$ cat config.mk
export PLATFORM = sky130hd
export DESIGN_NAME = button_pulse_conditioner
export DESIGN_NICKNAME = d
export VERILOG_FILES = /design/src/rtl/button_pulse_conditioner.sv
export SDC_FILE = /design/constraint.sdc
export NUM_CORES = 1
export LEC_CHECK = 0
export CAP_MARGIN = 5
export CORE_MARGIN = 8
export CORE_UTILIZATION = 58
export CTS_CLUSTER_SIZE = 10
export DETAILED_ROUTE_END_ITERATION = 7
export PLACE_DENSITY_LB_ADDON = 0.12
export SYNTH_ARGS = -nofsm -noshare
export SYNTH_HDL_FRONTEND = slang
export SYNTH_SLANG_ARGS = --single-unit
$ cat constraint.sdc
create_clock -name clk -period 3.1 [get_ports clk]
set_clock_uncertainty 0.2 [all_clocks]
set_input_delay 0.93 -clock clk [delete_from_list [all_inputs] [get_ports clk]]
set_output_delay 0.93 -clock clk [all_outputs]
set_load 0.02 [all_outputs]
$ cat src/rtl/button_pulse_conditioner.sv
// Raw push-button to clean one-cycle pulse: 2-flop synchronizer, debounce FSM, one-shot.
// Optional auto-repeat while held is enabled by defining BUTTON_PULSE_AUTO_REPEAT_EN.
module button_pulse_conditioner #(
    parameter int DEBOUNCE_CYCLES = 1000000,
    parameter int CNT_W           = 20,
    parameter int REPEAT_DELAY    = 50000000,
    parameter int REPEAT_PERIOD   = 20000000
) (
    input  logic clk,
    input  logic reset,
    input  logic button_in,
    output logic pulse,
    output logic button_level
);

    typedef enum logic [1:0] {
        IDLE         = 2'd0,
        PRESS_WAIT   = 2'd1,
        PRESSED      = 2'd2,
        RELEASE_WAIT = 2'd3
    } state_t;

    localparam logic [CNT_W-1:0] CNT_ZERO = {CNT_W{1'b0}};
    localparam logic [CNT_W-1:0] CNT_ONE  = {{(CNT_W-1){1'b0}}, 1'b1};
    localparam logic [CNT_W-1:0] DB_LAST  = CNT_W'(DEBOUNCE_CYCLES - 1);

    if (DEBOUNCE_CYCLES < 2 || (64'd1 << CNT_W) <= 64'(DEBOUNCE_CYCLES)
        || REPEAT_DELAY < 1 || REPEAT_PERIOD < 1) begin : g_bad_cfg
        $error("button_pulse_conditioner: illegal parameter set");
    end

`ifdef BUTTON_PULSE_AUTO_REPEAT_EN
    localparam logic [CNT_W-1:0] RD_LAST = CNT_W'(REPEAT_DELAY - 1);
    localparam logic [CNT_W-1:0] RP_LAST = CNT_W'(REPEAT_PERIOD - 1);

    if ((64'd1 << CNT_W) <= 64'(REPEAT_DELAY) || (64'd1 << CNT_W) <= 64'(REPEAT_PERIOD)) begin : g_bad_rpt
        $error("button_pulse_conditioner: CNT_W too small for repeat timing");
    end

    logic repeating_r;
    logic repeating_s;
`endif

    logic [1:0]       sync_r;
    logic             btn_s;
    state_t           state_r;
    state_t           state_s;
    logic [CNT_W-1:0] cnt_r;
    logic [CNT_W-1:0] cnt_s;
    logic             pulse_r;
    logic             pulse_s;
    logic             level_r;
    logic             level_s;

    assign btn_s        = sync_r[1];
    assign pulse        = pulse_r;
    assign button_level = level_r;

    // Two-flop synchronizer for the asynchronous button input
    always_ff @(posedge clk or negedge reset) begin
        if (!reset) begin
            sync_r <= 2'b00;
        end else begin
            sync_r <= {sync_r[0], button_in};
        end
    end

    // Debounce state, stable-time counter and registered outputs
    always_ff @(posedge clk or negedge reset) begin
        if (!reset) begin
            state_r     <= IDLE;
            cnt_r       <= CNT_ZERO;
            pulse_r     <= 1'b0;
            level_r     <= 1'b0;
`ifdef BUTTON_PULSE_AUTO_REPEAT_EN
            repeating_r <= 1'b0;
`endif
        end else begin
            state_r     <= state_s;
            cnt_r       <= cnt_s;
            pulse_r     <= pulse_s;
            level_r     <= level_s;
`ifdef BUTTON_PULSE_AUTO_REPEAT_EN
            repeating_r <= repeating_s;
`endif
        end
    end

    // Next-state, counter and strobe decode; counter is cleared on every state change
    always_comb begin
        state_s     = state_r;
        cnt_s       = cnt_r;
        pulse_s     = 1'b0;
        level_s     = level_r;
`ifdef BUTTON_PULSE_AUTO_REPEAT_EN
        repeating_s = repeating_r;
`endif
        case (state_r)
            IDLE: begin
                if (btn_s) begin
                    state_s = PRESS_WAIT;
                    cnt_s   = CNT_ZERO;
                end else begin
                    state_s = IDLE;
                    cnt_s   = CNT_ZERO;
                end
            end
            PRESS_WAIT: begin
                if (!btn_s) begin
                    state_s = IDLE;
                    cnt_s   = CNT_ZERO;
                end else if (cnt_r == DB_LAST) begin
                    state_s = PRESSED;
                    cnt_s   = CNT_ZERO;
                    pulse_s = 1'b1;
                    level_s = 1'b1;
`ifdef BUTTON_PULSE_AUTO_REPEAT_EN
                    repeating_s = 1'b0;
`endif
                end else begin
                    cnt_s = cnt_r + CNT_ONE;
                end
            end
            PRESSED: begin
                if (!btn_s) begin
                    state_s = RELEASE_WAIT;
                    cnt_s   = CNT_ZERO;
`ifdef BUTTON_PULSE_AUTO_REPEAT_EN
                    repeating_s = 1'b0;
`endif
                end else begin
`ifdef BUTTON_PULSE_AUTO_REPEAT_EN
                    // First repeat after the long delay, then at the shorter period
                    if ((!repeating_r && cnt_r == RD_LAST) || (repeating_r && cnt_r == RP_LAST)) begin
                        pulse_s     = 1'b1;
                        cnt_s       = CNT_ZERO;
                        repeating_s = 1'b1;
                    end else begin
                        cnt_s = cnt_r + CNT_ONE;
                    end
`else
                    cnt_s = CNT_ZERO;
`endif
                end
            end
            RELEASE_WAIT: begin
                if (btn_s) begin
                    state_s = PRESSED;
                    cnt_s   = CNT_ZERO;
`ifdef BUTTON_PULSE_AUTO_REPEAT_EN
                    repeating_s = 1'b0;
`endif
                end else if (cnt_r == DB_LAST) begin
                    state_s = IDLE;
                    cnt_s   = CNT_ZERO;
                    level_s = 1'b0;
                end else begin
                    cnt_s = cnt_r + CNT_ONE;
                end
            end
            default: begin
                state_s = IDLE;
                cnt_s   = CNT_ZERO;
                level_s = 1'b0;
            end
        endcase
    end

endmodule

==> impl_metrics.csv <==
group,metric,value,unit
clock_network,clock_latency,0.31,ns
power,power_frac_comb,0.041,
route,drt_pass1_iterations,4,
critical_path,slowest_stage,"clkdlybuf4s50_1",
final_layout,design_area,1351,sq um
clock_network,postCtsSetupBuffers,0,
synth,synth_top_area_cell,"dfrtp_1",
sta,fin_ws,0.6662,ns
critical_path,rr_worst_depth,5,
sta,grt_setup_unrepaired,"false",
synth,synth_top_area_frac,0.5216,
grt,grt_pass1_wl,4243,um
synth,synth_area,1247,sq um
floorplanning,ioPinCount,5,
status,status,"finished clean",
final_layout,fin_nets,137,
critical_path,critPathRequiredTime,1.97,ns
grt,grt_overflow,0,
route,wirelength,2309,um
clock_network,post_cts_resized,0,
synth,yosys-top-cells-count,"26 x dfrtp_1, 15 x nor2_1, 9 x nand3_1",
grt,grt_use_met1,0.1625,
place,dpl_cell_area,1329,sq um
clock_network,cts-root-buf,"clkbuf_4",
route,vias,933,
critical_path,path_depth,1,
critical_path,reg2reg_from,"cnt_r[13]$_DFF_PN0_",
route,drt-vias-per-instance,5.905,
critical_path,arrival,1.30,ns
clock_network,cts_buffers,3,
floorplanning,fp.dieW,62.38,um
grt,grt_usage,0.1338,
clock_network,cts_tree,"yes",
synth,synth_most_common_cell,"dfrtp_1",
place,place_congestion,0.8667,
sta,worst_slew_pin_slew,0.3512,ns
critical_path,cp_slowest_stage_delay,0.61,ns
power,power_density,372.6,nW/um^2
place,post-place-ws,0.9184,ns
synth,synth-edff-count,0,
floorplanning,fp.dieH,62.38,um
clock_network,cts_buffer_depth,2,
floorplanning,rows,16,
grt,grt_max_degree,27,
grt,use_met3,0.04122,
power,share_seq_of_total_power,0.686,
synth,yosys-top-cells-area,"dfrtp_1 52%, xor2_1 5.6%, nor2_1 4.5%, nand3_1 3.6%, xnor2_1 3.5%",
sta,timing.slew.headroom,0.7637,
synth,synth.distinct_cells,32,
place,hpwl,1707,um
place,portBuffers,4,
final_layout,insertedDiodeCount,0,
final_layout,drive_above_1_share,0.1069,
critical_path,path_max_fanout,3,
worst_hold_path,worstHoldPathCells,0,
power,p_int,0.3946,mW
sta,hold_viol_final,0,
power,clkPwrFrac,0.274,
synth,yosysWarnings,0,
critical_path,crit_type,"register to primary output",
floorplanning,die_area,3891,sq um
worst_hold_path,min_path_type,"register to register",
grt,grt.busiest_layer,"met2",
floorplanning,core_area,2002,sq um
synth,synthFlopType,"dfrtp_1",
synth,ys_ff_latch,26,
final_layout,fillCellCount,156,
power,ir_drop,215.2,uV
sta,fmax,410.9,MHz
sta,period_share,0.7851,
critical_path,path_buf_inv,1,
synth,synthArstFlopShare,1.000,
route,drtAntennaViolNets,0,
route,drc,0,
run,maxCapViolCount,0,
clock_network,clk_pin_slew,0.12,ns
place,place_inst,155,
grt,antenna_found_initial,0,
sta,tns,0,ns
critical_path,start_kind,"register",
grt,met2_usage,0.2122,
floorplanning,initial_utilization,0.6231,
critical_path,rrSetupSlack,0.89,ns
synth,syn_nets,128,
power,switching_share,0.2162,
sta,min_period,2.434,ns
sta,setup_viol,0,
sta,whs,0.1742,ns
power,p_leak,0.5337,nW
synth,avgSynthCellArea,10.06,sq um
final_layout,area_delta_synth_final,8.325,%
route,drtIter0Drc,25,
worst_hold_path,hold_path_startpoint,"sync_r[0]$_DFF_PN0_",
final_layout,stdcell_count,158,
critical_path,critPathTopFamily,"buffers and inverters",
clock_network,cts_sinks,26,
grt,grt_pass1_vias,950,
critical_path,worstPathCellList,"clkdlybuf4s50_1",
power,p_sw,0.1089,mW
route,wl_per_cell,14.61,um
synth,syn_inst,124,
synth,seq_area_frac_synth,0.5216,
critical_path,end_kind,"primary output",
clock_network,cts_hold_buffers,0,
sta,finalMaxSlewViolations,0,
clock_network,h-tree-depth,1,
worst_hold_path,holdPathEnd,"sync_r[1]$_DFF_PN0_",
critical_path,r2r_end,"cnt_r[11]$_DFF_PN0_",
[how the worst max path moves through the flow]
| stage | start | endpoint |
|---|---|---|
| after detailed placement | cnt_r[13]$_DFF_PN0_ | cnt_r[13]$_DFF_PN0_ |
| after floorplan | cnt_r[13]$_DFF_PN0_ | register |
| after global placement | cnt_r[13]$_DFF_PN0_ | register |
| final | button_level$_DFFE_PN0P_ | button_level |
| after CTS | button_level$_DFFE_PN0P_ | button_level |
| after global routing | button_level$_DFFE_PN0P_ | button_level |
[sequential cells by signal (all words and copies together) (netlist names), named ones only]
register / flops
state_r: 1
pulse: 1
button_level: 1
sync_r: 2
cnt_r: 20
[through the flow]
stage               power [mW]    util
floorplan               0.3588       -
global placement        0.3716  0.6638
detailed placement      0.3727  0.6638
CTS                     0.5071  0.6750
global route            0.5316  0.6750
finish                  0.5035  0.6750
[power by group through the flow]
stage	Sequential (mW)	Combinational [mW]	Clock [mW]
after floorplan	0.351	0.00761	0
after global placement	0.351	0.0202	0
after detailed placement	0.352	0.0211	0
after CTS	0.345	0.0210	0.141
after global routing	0.346	0.0233	0.162
final	0.345	0.0206	0.138
[placed cells by master (no fill, tap or decap), types with 2 or more instances in the layout]
| master | count |
|---|---|
| nor4_1 | 2 |
| o31ai_1 | 5 |
| nand2_1 | 6 |
| dfrtp_1 | 26 |
| nand3_1 | 9 |
| or3_1 | 2 |
| buf_4 | 3 |
| or2_2 | 2 |
| a21oi_1 | 6 |
| clkdlybuf4s50_1 | 4 |
| nor2_1 | 15 |
| xnor2_1 | 5 |
| nand4_1 | 3 |
| nor4b_1 | 2 |
| or4_1 | 4 |
| inv_1 | 7 |
| xor2_1 | 8 |
| clkbuf_4 | 3 |
| nor3_1 | 3 |
| o21ai_0 | 3 |
[layer usage]
| metal | up-vias | part of all wire |
|---|---|---|
| li1 | 449 | - |
| met1 | 467 | 0.47 |
| met2 | 13 | 0.49 |
| met3 | 4 | 0.023 |
| met4 | 0 | 0.011 |
| met5 | - | 0 |
[kinds of logic after synthesis]
logic type / after synthesis / share of synthesized area
and+or+nand+nor: 57 / 0.2558
buffers and inverters: 10 / 0.03310
xor gates and xnor gates: 13 / 0.09127
DFF: 26 / 0.5216
AOI/OAI and AO/OA: 16 / 0.07924
adders and majority gates: 1 / 0.01003
muxes: 1 / 0.009026
[layout make-up]
class | instances | area (sq um) | share of cell area
Inverter | 7 | 26.28 | 0.01944
Tap cell | 27 | 33.78 | 0.02500
Clock buffer | 3 | 22.52 | 0.01667
Sequential cell | 26 | 650.6 | 0.4815
Timing Repair Buffer | 7 | 62.56 | 0.04630
Multi-Input combinational cell | 88 | 555.5 | 0.4111
No activity file was read; power rests on OpenSTA's default activity.
